--- src/rtl/ddr_arb_pkg.sv ---
// Shared types, AXI field widths and round-robin helpers for the DDR AXI arbiter.
package ddr_arb_pkg;
    localparam int NUM_M   = 2;
    localparam int LEN_W   = 8;
    localparam int SIZE_W  = 3;
    localparam int BURST_W = 2;
    localparam int LOCK_W  = 1;
    localparam int CACHE_W = 4;
    localparam int PROT_W  = 3;
    localparam int QOS_W   = 4;
    localparam int RESP_W  = 2;

    typedef logic mst_idx_t;

    // ptr names the master that wins a tie; a lone requester always wins
    function automatic mst_idx_t rr_pick(input mst_idx_t ptr, input logic req0, input logic req1);
        if (req0 && req1) return ptr;
        else if (req1)    return 1'b1;
        else              return 1'b0;
    endfunction

    function automatic mst_idx_t rr_next(input mst_idx_t granted);
        return ~granted;
    endfunction
endpackage

--- src/rtl/axi_wr_order_fifo.sv ---
// Order FIFO of granted AW master indices; the head selects which master owns the W channel.
module axi_wr_order_fifo
    import ddr_arb_pkg::*;
#(
    parameter int WQ_DEPTH = 4
) (
    input  logic     clock,
    input  logic     reset,
    input  logic     push,
    input  mst_idx_t push_idx,
    input  logic     pop,
    output mst_idx_t head_idx,
    output logic     full,
    output logic     empty
);
    localparam int PTR_W = $clog2(WQ_DEPTH);
    localparam int CNT_W = PTR_W + 1;

    logic [WQ_DEPTH-1:0] mem;
    logic [PTR_W-1:0]    wr_ptr;
    logic [PTR_W-1:0]    rd_ptr;
    logic [CNT_W-1:0]    count;
    logic                push_ok;
    logic                pop_ok;

    assign full     = (count == CNT_W'(WQ_DEPTH));
    assign empty    = (count == '0);
    assign push_ok  = push && !full;
    assign pop_ok   = pop && !empty;
    assign head_idx = mem[rd_ptr];

    always_ff @(posedge clock) begin
        if (push_ok) mem[wr_ptr] <= push_idx;
    end

    always_ff @(posedge clock or posedge reset) begin
        if (reset) begin
            wr_ptr <= '0;
            rd_ptr <= '0;
            count  <= '0;
        end else begin
            if (push_ok) wr_ptr <= wr_ptr + PTR_W'(1);
            if (pop_ok)  rd_ptr <= rd_ptr + PTR_W'(1);
            case ({push_ok, pop_ok})
                2'b10:   count <= count + CNT_W'(1);
                2'b01:   count <= count - CNT_W'(1);
                default: count <= count;
            endcase
        end
    end
endmodule

--- src/rtl/ddr_axi_arbiter.sv ---
// Two-master to one-slave AXI4 arbiter for the DDR4 port: round-robin AR/AW, ID-tagged R/B return,
// W steered in AW grant order.
module ddr_axi_arbiter
    import ddr_arb_pkg::*;
#(
    parameter int ID_W     = 4,
    parameter int ADDR_W   = 34,
    parameter int DATA_W   = 64,
    parameter int WQ_DEPTH = 4
) (
    input  logic                clock,
    input  logic                reset,
    // master 0
    input  logic                m0_arvalid,
    output logic                m0_arready,
    input  logic [ID_W-1:0]     m0_arid,
    input  logic [ADDR_W-1:0]   m0_araddr,
    input  logic [LEN_W-1:0]    m0_arlen,
    input  logic [SIZE_W-1:0]   m0_arsize,
    input  logic [BURST_W-1:0]  m0_arburst,
    input  logic [LOCK_W-1:0]   m0_arlock,
    input  logic [CACHE_W-1:0]  m0_arcache,
    input  logic [PROT_W-1:0]   m0_arprot,
    input  logic [QOS_W-1:0]    m0_arqos,
    input  logic                m0_awvalid,
    output logic                m0_awready,
    input  logic [ID_W-1:0]     m0_awid,
    input  logic [ADDR_W-1:0]   m0_awaddr,
    input  logic [LEN_W-1:0]    m0_awlen,
    input  logic [SIZE_W-1:0]   m0_awsize,
    input  logic [BURST_W-1:0]  m0_awburst,
    input  logic [LOCK_W-1:0]   m0_awlock,
    input  logic [CACHE_W-1:0]  m0_awcache,
    input  logic [PROT_W-1:0]   m0_awprot,
    input  logic [QOS_W-1:0]    m0_awqos,
    input  logic                m0_wvalid,
    output logic                m0_wready,
    input  logic [DATA_W-1:0]   m0_wdata,
    input  logic [DATA_W/8-1:0] m0_wstrb,
    input  logic                m0_wlast,
    output logic                m0_rvalid,
    input  logic                m0_rready,
    output logic [ID_W-1:0]     m0_rid,
    output logic [DATA_W-1:0]   m0_rdata,
    output logic [RESP_W-1:0]   m0_rresp,
    output logic                m0_rlast,
    output logic                m0_bvalid,
    input  logic                m0_bready,
    output logic [ID_W-1:0]     m0_bid,
    output logic [RESP_W-1:0]   m0_bresp,
    // master 1
    input  logic                m1_arvalid,
    output logic                m1_arready,
    input  logic [ID_W-1:0]     m1_arid,
    input  logic [ADDR_W-1:0]   m1_araddr,
    input  logic [LEN_W-1:0]    m1_arlen,
    input  logic [SIZE_W-1:0]   m1_arsize,
    input  logic [BURST_W-1:0]  m1_arburst,
    input  logic [LOCK_W-1:0]   m1_arlock,
    input  logic [CACHE_W-1:0]  m1_arcache,
    input  logic [PROT_W-1:0]   m1_arprot,
    input  logic [QOS_W-1:0]    m1_arqos,
    input  logic                m1_awvalid,
    output logic                m1_awready,
    input  logic [ID_W-1:0]     m1_awid,
    input  logic [ADDR_W-1:0]   m1_awaddr,
    input  logic [LEN_W-1:0]    m1_awlen,
    input  logic [SIZE_W-1:0]   m1_awsize,
    input  logic [BURST_W-1:0]  m1_awburst,
    input  logic [LOCK_W-1:0]   m1_awlock,
    input  logic [CACHE_W-1:0]  m1_awcache,
    input  logic [PROT_W-1:0]   m1_awprot,
    input  logic [QOS_W-1:0]    m1_awqos,
    input  logic                m1_wvalid,
    output logic                m1_wready,
    input  logic [DATA_W-1:0]   m1_wdata,
    input  logic [DATA_W/8-1:0] m1_wstrb,
    input  logic                m1_wlast,
    output logic                m1_rvalid,
    input  logic                m1_rready,
    output logic [ID_W-1:0]     m1_rid,
    output logic [DATA_W-1:0]   m1_rdata,
    output logic [RESP_W-1:0]   m1_rresp,
    output logic                m1_rlast,
    output logic                m1_bvalid,
    input  logic                m1_bready,
    output logic [ID_W-1:0]     m1_bid,
    output logic [RESP_W-1:0]   m1_bresp,
    // slave
    output logic                s_arvalid,
    input  logic                s_arready,
    output logic [ID_W:0]       s_arid,
    output logic [ADDR_W-1:0]   s_araddr,
    output logic [LEN_W-1:0]    s_arlen,
    output logic [SIZE_W-1:0]   s_arsize,
    output logic [BURST_W-1:0]  s_arburst,
    output logic [LOCK_W-1:0]   s_arlock,
    output logic [CACHE_W-1:0]  s_arcache,
    output logic [PROT_W-1:0]   s_arprot,
    output logic [QOS_W-1:0]    s_arqos,
    output logic                s_awvalid,
    input  logic                s_awready,
    output logic [ID_W:0]       s_awid,
    output logic [ADDR_W-1:0]   s_awaddr,
    output logic [LEN_W-1:0]    s_awlen,
    output logic [SIZE_W-1:0]   s_awsize,
    output logic [BURST_W-1:0]  s_awburst,
    output logic [LOCK_W-1:0]   s_awlock,
    output logic [CACHE_W-1:0]  s_awcache,
    output logic [PROT_W-1:0]   s_awprot,
    output logic [QOS_W-1:0]    s_awqos,
    output logic                s_wvalid,
    input  logic                s_wready,
    output logic [DATA_W-1:0]   s_wdata,
    output logic [DATA_W/8-1:0] s_wstrb,
    output logic                s_wlast,
    input  logic                s_rvalid,
    output logic                s_rready,
    input  logic [ID_W:0]       s_rid,
    input  logic [DATA_W-1:0]   s_rdata,
    input  logic [RESP_W-1:0]   s_rresp,
    input  logic                s_rlast,
    input  logic                s_bvalid,
    output logic                s_bready,
    input  logic [ID_W:0]       s_bid,
    input  logic [RESP_W-1:0]   s_bresp
);
    mst_idx_t ar_ptr, ar_gnt_q, ar_gnt;
    mst_idx_t aw_ptr, aw_gnt_q, aw_gnt;
    logic     ar_lock, aw_lock;
    logic     ar_hs, aw_hs, w_pop;
    mst_idx_t wq_head;
    logic     wq_full, wq_empty;

    // AR channel: grant is held from the first un-accepted cycle until the handshake
    assign ar_gnt     = ar_lock ? ar_gnt_q : rr_pick(ar_ptr, m0_arvalid, m1_arvalid);
    assign s_arvalid  = !reset && (ar_gnt ? m1_arvalid : m0_arvalid);
    assign ar_hs      = s_arvalid && s_arready;
    assign m0_arready = ar_hs && !ar_gnt;
    assign m1_arready = ar_hs && ar_gnt;
    assign s_arid     = {ar_gnt, ar_gnt ? m1_arid : m0_arid};
    assign s_araddr   = ar_gnt ? m1_araddr  : m0_araddr;
    assign s_arlen    = ar_gnt ? m1_arlen   : m0_arlen;
    assign s_arsize   = ar_gnt ? m1_arsize  : m0_arsize;
    assign s_arburst  = ar_gnt ? m1_arburst : m0_arburst;
    assign s_arlock   = ar_gnt ? m1_arlock  : m0_arlock;
    assign s_arcache  = ar_gnt ? m1_arcache : m0_arcache;
    assign s_arprot   = ar_gnt ? m1_arprot  : m0_arprot;
    assign s_arqos    = ar_gnt ? m1_arqos   : m0_arqos;

    always_ff @(posedge clock or posedge reset) begin
        if (reset) begin
            ar_lock  <= 1'b0;
            ar_gnt_q <= 1'b0;
            ar_ptr   <= 1'b0;
        end else if (ar_hs) begin
            ar_lock  <= 1'b0;
            ar_ptr   <= rr_next(ar_gnt);
        end else if (s_arvalid) begin
            ar_lock  <= 1'b1;
            ar_gnt_q <= ar_gnt;
        end
    end

    // AW channel: same scheme, but nothing is offered while the order FIFO is full
    assign aw_gnt     = aw_lock ? aw_gnt_q : rr_pick(aw_ptr, m0_awvalid, m1_awvalid);
    assign s_awvalid  = !reset && !wq_full && (aw_gnt ? m1_awvalid : m0_awvalid);
    assign aw_hs      = s_awvalid && s_awready;
    assign m0_awready = aw_hs && !aw_gnt;
    assign m1_awready = aw_hs && aw_gnt;
    assign s_awid     = {aw_gnt, aw_gnt ? m1_awid : m0_awid};
    assign s_awaddr   = aw_gnt ? m1_awaddr  : m0_awaddr;
    assign s_awlen    = aw_gnt ? m1_awlen   : m0_awlen;
    assign s_awsize   = aw_gnt ? m1_awsize  : m0_awsize;
    assign s_awburst  = aw_gnt ? m1_awburst : m0_awburst;
    assign s_awlock   = aw_gnt ? m1_awlock  : m0_awlock;
    assign s_awcache  = aw_gnt ? m1_awcache : m0_awcache;
    assign s_awprot   = aw_gnt ? m1_awprot  : m0_awprot;
    assign s_awqos    = aw_gnt ? m1_awqos   : m0_awqos;

    always_ff @(posedge clock or posedge reset) begin
        if (reset) begin
            aw_lock  <= 1'b0;
            aw_gnt_q <= 1'b0;
            aw_ptr   <= 1'b0;
        end else if (aw_hs) begin
            aw_lock  <= 1'b0;
            aw_ptr   <= rr_next(aw_gnt);
        end else if (s_awvalid) begin
            aw_lock  <= 1'b1;
            aw_gnt_q <= aw_gnt;
        end
    end

    axi_wr_order_fifo #(.WQ_DEPTH(WQ_DEPTH)) u_wq (
        .clock    (clock),
        .reset    (reset),
        .push     (aw_hs),
        .push_idx (aw_gnt),
        .pop      (w_pop),
        .head_idx (wq_head),
        .full     (wq_full),
        .empty    (wq_empty)
    );

    // W channel belongs to the master at the FIFO head until its wlast is accepted
    assign s_wvalid  = !wq_empty && (wq_head ? m1_wvalid : m0_wvalid);
    assign s_wdata   = wq_head ? m1_wdata : m0_wdata;
    assign s_wstrb   = wq_head ? m1_wstrb : m0_wstrb;
    assign s_wlast   = wq_head ? m1_wlast : m0_wlast;
    assign m0_wready = !wq_empty && !wq_head && s_wready;
    assign m1_wready = !wq_empty && wq_head && s_wready;
    assign w_pop     = s_wvalid && s_wready && s_wlast;

    // R/B return: the ID MSB names the master
    assign m0_rvalid = !reset && s_rvalid && !s_rid[ID_W];
    assign m1_rvalid = !reset && s_rvalid && s_rid[ID_W];
    assign s_rready  = !reset && (s_rid[ID_W] ? m1_rready : m0_rready);
    assign m0_rid    = s_rid[ID_W-1:0];
    assign m1_rid    = s_rid[ID_W-1:0];
    assign m0_rdata  = s_rdata;
    assign m1_rdata  = s_rdata;
    assign m0_rresp  = s_rresp;
    assign m1_rresp  = s_rresp;
    assign m0_rlast  = s_rlast;
    assign m1_rlast  = s_rlast;

    assign m0_bvalid = !reset && s_bvalid && !s_bid[ID_W];
    assign m1_bvalid = !reset && s_bvalid && s_bid[ID_W];
    assign s_bready  = !reset && (s_bid[ID_W] ? m1_bready : m0_bready);
    assign m0_bid    = s_bid[ID_W-1:0];
    assign m1_bid    = s_bid[ID_W-1:0];
    assign m0_bresp  = s_bresp;
    assign m1_bresp  = s_bresp;
endmodule

--- config.mk ---
export PLATFORM = sky130hd
export DESIGN_NAME = ddr_axi_arbiter
export DESIGN_NICKNAME = d
export VERILOG_FILES = /design/src/rtl/ddr_arb_pkg.sv /design/src/rtl/axi_wr_order_fifo.sv /design/src/rtl/ddr_axi_arbiter.sv
export SDC_FILE = /design/constraint.sdc
export NUM_CORES = 1
export LEC_CHECK = 0
export BUFFER_PORTS_ARGS = -buffer_cell sky130_fd_sc_hd__clkbuf_2
export CELL_PAD_IN_SITES_DETAIL_PLACEMENT = 0
export CELL_PAD_IN_SITES_GLOBAL_PLACEMENT = 1
export CORE_AREA = 10 10 326 328
export CTS_CLUSTER_DIAMETER = 80
export DETAILED_ROUTE_END_ITERATION = 7
export DIE_AREA = 0 0 336 338
export PLACE_DENSITY_LB_ADDON = 0.25
export SETUP_SLACK_MARGIN = 0.1
export SLEW_MARGIN = 10
export SYNTH_ARGS = -nofsm -noshare
export SYNTH_HDL_FRONTEND = slang
export SYNTH_SLANG_ARGS = --single-unit
--- constraint.sdc ---
create_clock -name clock -period 7.8 [get_ports clock]
set_clock_uncertainty 0.05 [all_clocks]
set_input_delay 1.56 -clock clock [delete_from_list [all_inputs] [get_ports clock]]
set_output_delay 1.56 -clock clock [all_outputs]
set_load 0.02 [all_outputs]
* Yosys cells after proc, flatten, opt, wreduce, memory -nomap -nowiden
Cells that the tools add are included.
** Storage, ports and cells
- Flip-flop bits (word level) :: 17
- Logic and storage cells :: 109
** Cells by class
- $add $sub $neg :: 4
- $lt $le $gt $ge :: 3
- Equal/unequal tests :: 3
- Multiplexer cells :: 42
- Bitwise operators :: 4
- Reduce and logical (&&, ||, !) cells :: 43
** Operators by type and width (number)
- $mux W34 :: 2
- $mux W64 :: 1
- $logic_and A1 B1 Y1 :: 29
- $mux W4 :: 6
- $mux W8 :: 3
- $mux W1 :: 20
- $mux W3 :: 4
- $logic_not A1 Y1 :: 8
- $lt A2 B3 Y1 const B :: 2
- $pmux W3 S2 :: 1
- $reduce_bool A2 Y1 :: 3
- $add A2 B1 Y2 const B :: 2
- $bwmux W4 :: 1
- $mux W2 :: 2
- $not A1 Y1 :: 4
- $reduce_and A2 Y1 :: 2
- $add A3 B1 Y3 const B :: 1
- $eq A3 B3 Y1 const B :: 1
- $logic_not A3 Y1 :: 1
- $sub A3 B1 Y3 const B :: 1
- $bmux W1 S2 :: 1
- $demux W1 S2 :: 1
- $eq A2 B1 Y1 const B :: 1
- $eq A2 B2 Y1 const B :: 1
- $ge A2 B1 Y1 const B :: 1

* Depth between registers and ports, before layout
Gate-level depths: netlist (run 1).
- Depth in word-level cells :: 9
- Mapped depth :: 11
- Depth with buffers taken out :: 10

* By module
A second synthesis (run 1) with hierarchy kept.
** Second synthesis, totals
- Cells, all modules :: 477
- Area total of the unflattened synthesis :: 4807.1 um^2
** Modules (own cells, without submodules)
- ddr_axi_arbiter :: instances 1, cells an instance 433, area each 4229.1 um^2, sequential area each 150.1 um^2
- axi_wr_order_fifo :: instances 1, cells an instance 44, area each 578.1 um^2, sequential area each 295.3 um^2

* Least setup slack after synthesis (run 1)
OpenSTA, ideal clock, no wires.
- Path kind :: input port to output port
- Start :: in reset
- End :: out m1_arready
- Arrival :: 2953 ps
- Required time :: 6190 ps
- Slack :: 3237 ps
- Stages :: 5
- Buffers on the path :: 1
- Cells stage by stage :: clkbuf_1 inv_1 o221a_2 nand2_1 a21oi_1
** Between the ends
- Word-level cells in the longest chain between the ends :: 4
** RTL lines
- from (decl) :: RTL line ddr_axi_arbiter.sv:12 : input logic reset,
- $logic_not A1 Y1 (no line)
- $logic_and A1 B1 Y1 :: RTL line ddr_axi_arbiter.sv:137 : assign s_arvalid = !reset && (ar_gnt ? m1_arvalid : m0_arvalid);
- net s_arvalid :: RTL line ddr_axi_arbiter.sv:90 : output logic s_arvalid,
- $logic_and A1 B1 Y1 :: RTL line ddr_axi_arbiter.sv:138 : assign ar_hs = s_arvalid && s_arready;
- $logic_and A1 B1 Y1 :: RTL line ddr_axi_arbiter.sv:140 : assign m1_arready = ar_hs && ar_gnt;
- to (decl) :: RTL line ddr_axi_arbiter.sv:53 : output logic m1_arready,
The timed path passes the listed nets, and every way through them passes these cells.

* Final worst setup path (run 1)
- Start :: in m0_arvalid
- End :: out s_arlen[4]
** Between the ends
- Word-level cells in the longest chain between the ends :: 4
** RTL lines
- from (decl) :: RTL line ddr_axi_arbiter.sv:14 : input logic m0_arvalid,
- $logic_and A1 B1 Y1 :: RTL line ddr_arb_pkg.sv:17 : if (req0 && req1) return ptr;
- $mux W1 :: RTL line ddr_arb_pkg.sv:17
- $mux W1 :: RTL line ddr_axi_arbiter.sv:136 : assign ar_gnt = ar_lock ? ar_gnt_q : rr_pick(ar_ptr, m0_arvalid, m1_arvalid);
- $mux W8 :: RTL line ddr_axi_arbiter.sv:143 : assign s_arlen = ar_gnt ? m1_arlen : m0_arlen;
- to (decl) :: RTL line ddr_axi_arbiter.sv:94 : output logic [LEN_W-1:0] s_arlen,
Every way passes these cells.

==> results of run 1 <==
## per-layer routing
metal | up-vias | routed length (um)
met5 | - | 17
met2 | 450 | 20100
met4 | 2 | 857
met3 | 70 | 4770
met1 | 2360 | 17000
li1 | 2426 | -
## flip-flops by register name, summed over array words and instances, names as in the netlist
register     cells
u_wq.rd_ptr      2
ar_ptr           1
ar_lock          1
u_wq.count       3
ar_gnt_q         1
aw_ptr           1
u_wq.wr_ptr      2
aw_gnt_q         1
aw_lock          1
u_wq.mem         4
## power by group through the flow
stage | Sequential (W) | Combinational, W | Clock, W
floorplan | 0.000154 | 0.00145 | 0
global placement | 0.000163 | 0.00218 | 0
detailed placement | 0.000164 | 0.00218 | 0
CTS | 0.000163 | 0.00219 | 0.000117
global route | 0.000168 | 0.00226 | 0.000120
finish | 0.000162 | 0.00210 | 0.000110
## area by class of cell
cell class                 instances  area [sq um]  share of cell area, %
clock inverter                     1          5.00                 0.0611
inverter                          10          37.5                  0.458
antenna                            3          7.51                 0.0917
clock buffer                       3          75.1                  0.917
timing repair buffer             635          3190                   38.9
tap                             1298          1620                   19.8
sequential                        17           445                   5.44
multi-input combinational        271          2810                   34.3
## stage by stage
step / total power, W / utilization [%] / area (sq um) / setup slack (ns)
after CTS: 0.00247 / 8.22 / 8180 / 2.37
after detailed placement: 0.00235 / 8.14 / 8100 / 2.37
after floorplan: 0.00160 / - / 4590 / 3.24
after global placement: 0.00234 / 8.14 / 8100 / 2.43
after global routing: 0.00255 / 8.22 / 8190 / 2.24
final: 0.00237 / 8.22 / 8190 / 2.39
## critical path, cell delays in order
cell	delay, ns
clkbuf_2	0.11
a211o_1	0.31
nand2_2	0.83
buf_4	0.42
mux2_2	0.38
clkbuf_2	0.16
## how the worst max path moves through the flow
stage	end	slack, ns	from	cells past startpoint
final	s_arlen[4]	2.39	m0_arvalid	6
after global routing	s_arlen[4]	2.24	m0_arvalid	6
after CTS	s_arlen[4]	2.37	m0_arvalid	6
after detailed placement	s_arlen[4]	2.37	m0_arvalid	6
after global placement	s_arlen[4]	2.43	m1_arvalid	7
after floorplan	m1_arready	3.24	reset	5
## kinds of logic (layout without fill, tap and decap cells)
| kind of cell | Yosys count | count (layout) |
|---|---|---|
| mux | 207 | 207 |
| buf+inv | 190 | 649 |
| simple gates | 40 | 40 |
| flops | 17 | 17 |
| compound gates | 12 | 12 |
| fa+ha+maj | 6 | 6 |
| xor+xnor | 6 | 6 |
| other cells | 0 | 3 |
## cell usage in the layout, fill, tap and decap left out, types with 2 or more instances in the layout
master and instances:
a21oi_1 3, and2_1 5, and3_1 2, buf_4 3, clkbuf_16 3, clkbuf_2 632, dfrtp_1 13, diode_2 3
edfxtp_1 4, ha_1 5, inv_1 10, mux2_2 200, mux2i_1 5, nand2_1 6, nand2b_1 3, nor2_1 11
nor2b_1 3, nor3b_1 3, nor4_1 2, xnor2_1 2, xor2_1 4
==> impl_metrics.tcl, run 1 <==
set metrics [dict create \
    cts_sinks 17 \
    cp-end-kind "output port" \
    synth-xor-area-share_pct 1.15 \
    power.internal_w 0.00101 \
    arrival_ns 3.80 \
    num_vias 5308 \
    netlist.area_leader.share_pct 49.1 \
    drt_pass1_iterations 4 \
    yosys.cell_count.top_type "mux2_2" \
    reg2reg_slack_ns 4.54 \
    synth_common_cells "mux2_2, buf_4, buf_2, dfrtp_1, nor2_1" \
    synthMuxAreaShare_pct 51.0 \
    critPathLaunchType "input port" \
    synth.ff_latch_count 17 \
    clk_path_buf_depth 2 \
    whs_ns 0.439 \
    postCtsSetupRepairBufs 0 \
    clk_latency_ns 0.25 \
    whs_path_depth 1 \
    areaGrowthSynthToFinish_pct 78.5 \
    clkPwrFrac_pct 4.6 \
    cts_buffers 3 \
    final_nets 1438 \
    final_antenna_net_count 0 \
    rows 116 \
    hold_class "flop to flop" \
    synth_edf_count 4 \
    gr-total-overflow 0 \
    place.gp.congestion 0.840 \
    initial_utilization_pct 4.61 \
    final_cells 2238 \
    leakage_nw 3.94 \
    synthAdderAreaFrac_pct 1.80 \
    power_switching_w 0.00137 \
    maxCapViolCount 0 \
    criticalPathCategory "input port to output port" \
    switching_share_pct 57.5 \
    syn_nets 978 \
    rsz0062_at_grt "false" \
    dieArea_sq_um 114000 \
    antenna_found_initial 5 \
    setup_violations 0 \
    yosys_most_used_dff "dfrtp_1" \
    outcome "finished, final reports clean" \
    tightest_slew_ns 1.14 \
    p_seq_share_pct 6.8 \
    period_needed_ns 5.41 \
    worstRegToRegCells 9 \
    drtIter0Drc 83 \
    grt_max_degree 72 \
    hold_start "u_wq.rd_ptr[1]$_DFFE_PP0P_" \
    routed_wl_mm 42.8 \
    avgSynthCellArea_sq_um 9.60 \
    ir_worst_vdd_uv 176 \
    hold_buffers 0 \
    power.density_nw_per_um2 290 \
    dp_cells 2231 \
    hold_viol 0 \
    combPwrFrac_pct 88.6 \
    track_usage_pct 6.92 \
    finalCritPeriodShare_pct 69.4 \
    tns_ns 0 \
    clk_pin_slew_ns 0.06 \
    root_buffer "clkbuf_16" \
    synth_warnings 0 \
    critPathMaxFanout 47 \
    cts_resized 0 \
    slew_violations 0 \
    pin_count 864 \
    synth_top_cells_by_area "mux2_2, buf_4, dfrtp_1" \
    synth_compound_area_share_pct 2.05 \
    syn_inst 478 \
    grt_pass1_vias 6079 \
    r2r-end "u_wq.count[2]$_DFFE_PP0P_" \
    synth_top_family_by_area "multiplexers" \
    cts_tree "built" \
    synth_area_sq_um 4590 \
    synthSimpleGateAreaFrac_pct 4.91 \
    yosysUniqueCellTypes 36 \
    groute.layer.met1.usage_pct 7.89 \
    io_buffers 632 \
    dieHeight_um 338 \
    async_flop_share_pct 76.5 \
    hpwl_mm 40.3 \
    hold-path-endpoint "u_wq.rd_ptr[1]$_DFFE_PP0P_" \
    drc 0 \
    grt_busiest_layer "met2" \
    layout-drive-gt1-share_pct 90.4 \
    use_met2_pct 11.8 \
    grtUsageMet3_pct 3.09 \
    htreeDepth 1 \
    synth_top_cell_by_area "mux2_2" \
    n_fill_cell 11700 \
    cp.required_ns 6.19 \
    avgViaCountPerCell 2.37 \
    r2r_start "u_wq.rd_ptr[0]$_DFFE_PP0P_" \
    die_width_um 336 \
    yosysSeqAreaShare_pct 9.71 \
    timing.fmax_mhz 185 \
    core_area_sq_um 99600 \
    maxSlewHeadroom_pct 24.0 \
    wire_per_inst_um 19.1 \
    grt_pass1_wl_mm 54.4 \
]
(Power assumes the default switching activity.)
==> inputs of run 2 (changes only) <==
--- a/config.mk
+++ b/config.mk
@@ -8,10 +8,10 @@
 export BUFFER_PORTS_ARGS = -buffer_cell sky130_fd_sc_hd__clkbuf_2
 export CELL_PAD_IN_SITES_DETAIL_PLACEMENT = 0
 export CELL_PAD_IN_SITES_GLOBAL_PLACEMENT = 1
-export CORE_AREA = 10 10 326 328
+export CORE_AREA = 10 10 329 331
 export CTS_CLUSTER_DIAMETER = 80
 export DETAILED_ROUTE_END_ITERATION = 7
-export DIE_AREA = 0 0 336 338
+export DIE_AREA = 0 0 339 341
 export PLACE_DENSITY_LB_ADDON = 0.25
 export SETUP_SLACK_MARGIN = 0.1
 export SLEW_MARGIN = 10
==> constraint.sdc (replaced) <==
create_clock -name clock -period 4.4 [get_ports clock]
set_clock_uncertainty 0.05 [all_clocks]
set_input_delay 0.88 -clock clock [delete_from_list [all_inputs] [get_ports clock]]
set_output_delay 0.88 -clock clock [all_outputs]
set_load 0.02 [all_outputs]
==> impl_metrics.tcl, run 2 (synthesized netlist as in run 1, its figures left out) <==
set metrics [dict create \
    fin_util_pct 8.21 \
    grt_pass1_vias 6371 \
    postCtsSetupRepairBufs 0 \
    hold_buffers 0 \
    maxCapViolCount 0 \
    finalCritPeriodShare_pct 81.6 \
    slew_violations 0 \
    wl_met1_mm 18.6 \
    worstRegToRegCells 9 \
    leakage_nw 3.98 \
    routed_wl_mm 46.0 \
    cts_resized 0 \
    arrival_ns 2.66 \
    register_area_sq_um 445 \
    wl_met2_mm 22.0 \
    critPathMaxFanout 30 \
    hold_start "u_wq.rd_ptr[1]$_DFFE_PP0P_" \
    cp_top_family "multiplexers" \
    diodes 0 \
    pin_count 864 \
    clk_path_buf_depth 2 \
    io_buffers 632 \
    die_width_um 339 \
    final_nets 1443 \
    areaGrowthSynthToFinish_pct 81.6 \
    place.gp.congestion 0.855 \
    r2r_start "u_wq.rd_ptr[0]$_DFFE_PP0P_" \
    whs_ns 0.435 \
    hold_class "flop to flop" \
    period_needed_ns 3.59 \
    wire_per_inst_um 19.9 \
    layout_common_cells "clkbuf_2, mux2_2, dfrtp_1, nor2_1, inv_1" \
    dieArea_sq_um 116000 \
    tightest_slew_ns 0.798 \
    largestRegisters "u_wq.mem: 4 flops, u_wq.count: 3 flops" \
    maxSlewHeadroom_pct 46.7 \
    ir_worst_vdd_uv 178 \
    antenna_found_initial 7 \
    cts_tree "built" \
    setup_violations 0 \
    largest-register "u_wq.mem" \
    dieHeight_um 341 \
    rsz0062_at_grt "false" \
    n_fill_cell 12000 \
    final_common_cell "clkbuf_2" \
    drc 0 \
    clk_latency_ns 0.26 \
    max_stage_delay_ns 0.96 \
    top_layer "met5" \
    wl_met3_mm 4.43 \
    avgViaCountPerCell 2.33 \
    cp_num_buf_inv 2 \
    initial_utilization_pct 4.52 \
    hold-path-endpoint "u_wq.rd_ptr[1]$_DFFE_PP0P_" \
    num_vias 5392 \
    final_antenna_net_count 0 \
    multi_input_area_sq_um 2810 \
    cp-end-kind "output port" \
    final_area_sq_um 8330 \
    r2r-end "u_wq.count[2]$_DFFE_PP0P_" \
    criticalPathCategory "flop to output port" \
    drtIter0Drc 82 \
    htreeDepth 1 \
    hpwl_mm 43.7 \
    root_buffer "clkbuf_16" \
    tns_ns 0 \
    core_area_sq_um 101000 \
    clk_pin_slew_ns 0.06 \
    final_cells 2310 \
    hold_viol 0 \
    cts_buffers 3 \
    cp.required_ns 3.47 \
    layout-drive-gt1-share_pct 90.4 \
    place_area_sq_um 8250 \
    power.density_nw_per_um2 520 \
    largest_reg_flops 4 \
    dp_cells 2306 \
    rows 117 \
    whs_path_depth 1 \
    reg2reg_slack_ns 1.10 \
    startpoint "u_wq.rd_ptr[0]$_DFFE_PP0P_" \
    grt_max_degree 47 \
    track_usage_pct 7.42 \
    timing.fmax_mhz 278 \
    critical_path.cell_chain "mux4_4 > buf_4 > mux2_2 > clkbuf_2" \
    critPathLaunchType "flop" \
    outcome "finished, final reports clean" \
    cts_sinks 17 \
    drt_pass1_iterations 4 \
    slowest_stage "mux4_4" \
    gr-total-overflow 0 \
    grt_pass1_wl_mm 59.6 \
]
## run 2: area by class of cell
| cell class | count | area share (%) |
|---|---|---|
| Inverter | 10 | 0.451 |
| Clock inverter | 1 | 0.0601 |
| Tap cell | 1368 | 20.5 |
| Clock buffer | 3 | 0.901 |
| Timing Repair Buffer | 640 | 39.0 |
| Multi-Input combinational cell | 271 | 33.7 |
| Sequential cell | 17 | 5.35 |
## run 2: worst max path at each step
stage                               to  slack, ns  depth (start not counted)
after floorplan             m1_arready       1.20                          5
after global placement    s_awcache[2]       0.92                          6
after detailed placement    s_awlen[6]       0.89                          6
after CTS                  s_wdata[46]       0.71                          4
after global routing       s_wdata[57]       0.67                          4
final                      s_wdata[58]       0.81                          4
## run 2: where the power goes
group	total, W	internal (W)	switching, W
registers	0.000286	0.000232	0.0000540
clock network	0.000198	0.000122	0.0000757
logic	0.00385	0.00147	0.00238
## run 2: routing by layer
layer | up-vias | GRT usage (%)
met4 | 10 | 1.10
met5 | - | 1.25
met3 | 62 | 2.97
met1 | 2434 | 8.56
li1 | 2430 | -
met2 | 456 | 12.9
## run 2: through the flow
step	setup WS [ns]	total power [W]
after floorplan	1.20	0.00284
after global placement	0.915	0.00432
after detailed placement	0.886	0.00432
after CTS	0.706	0.00454
after global routing	0.670	0.00466
final	0.809	0.00433
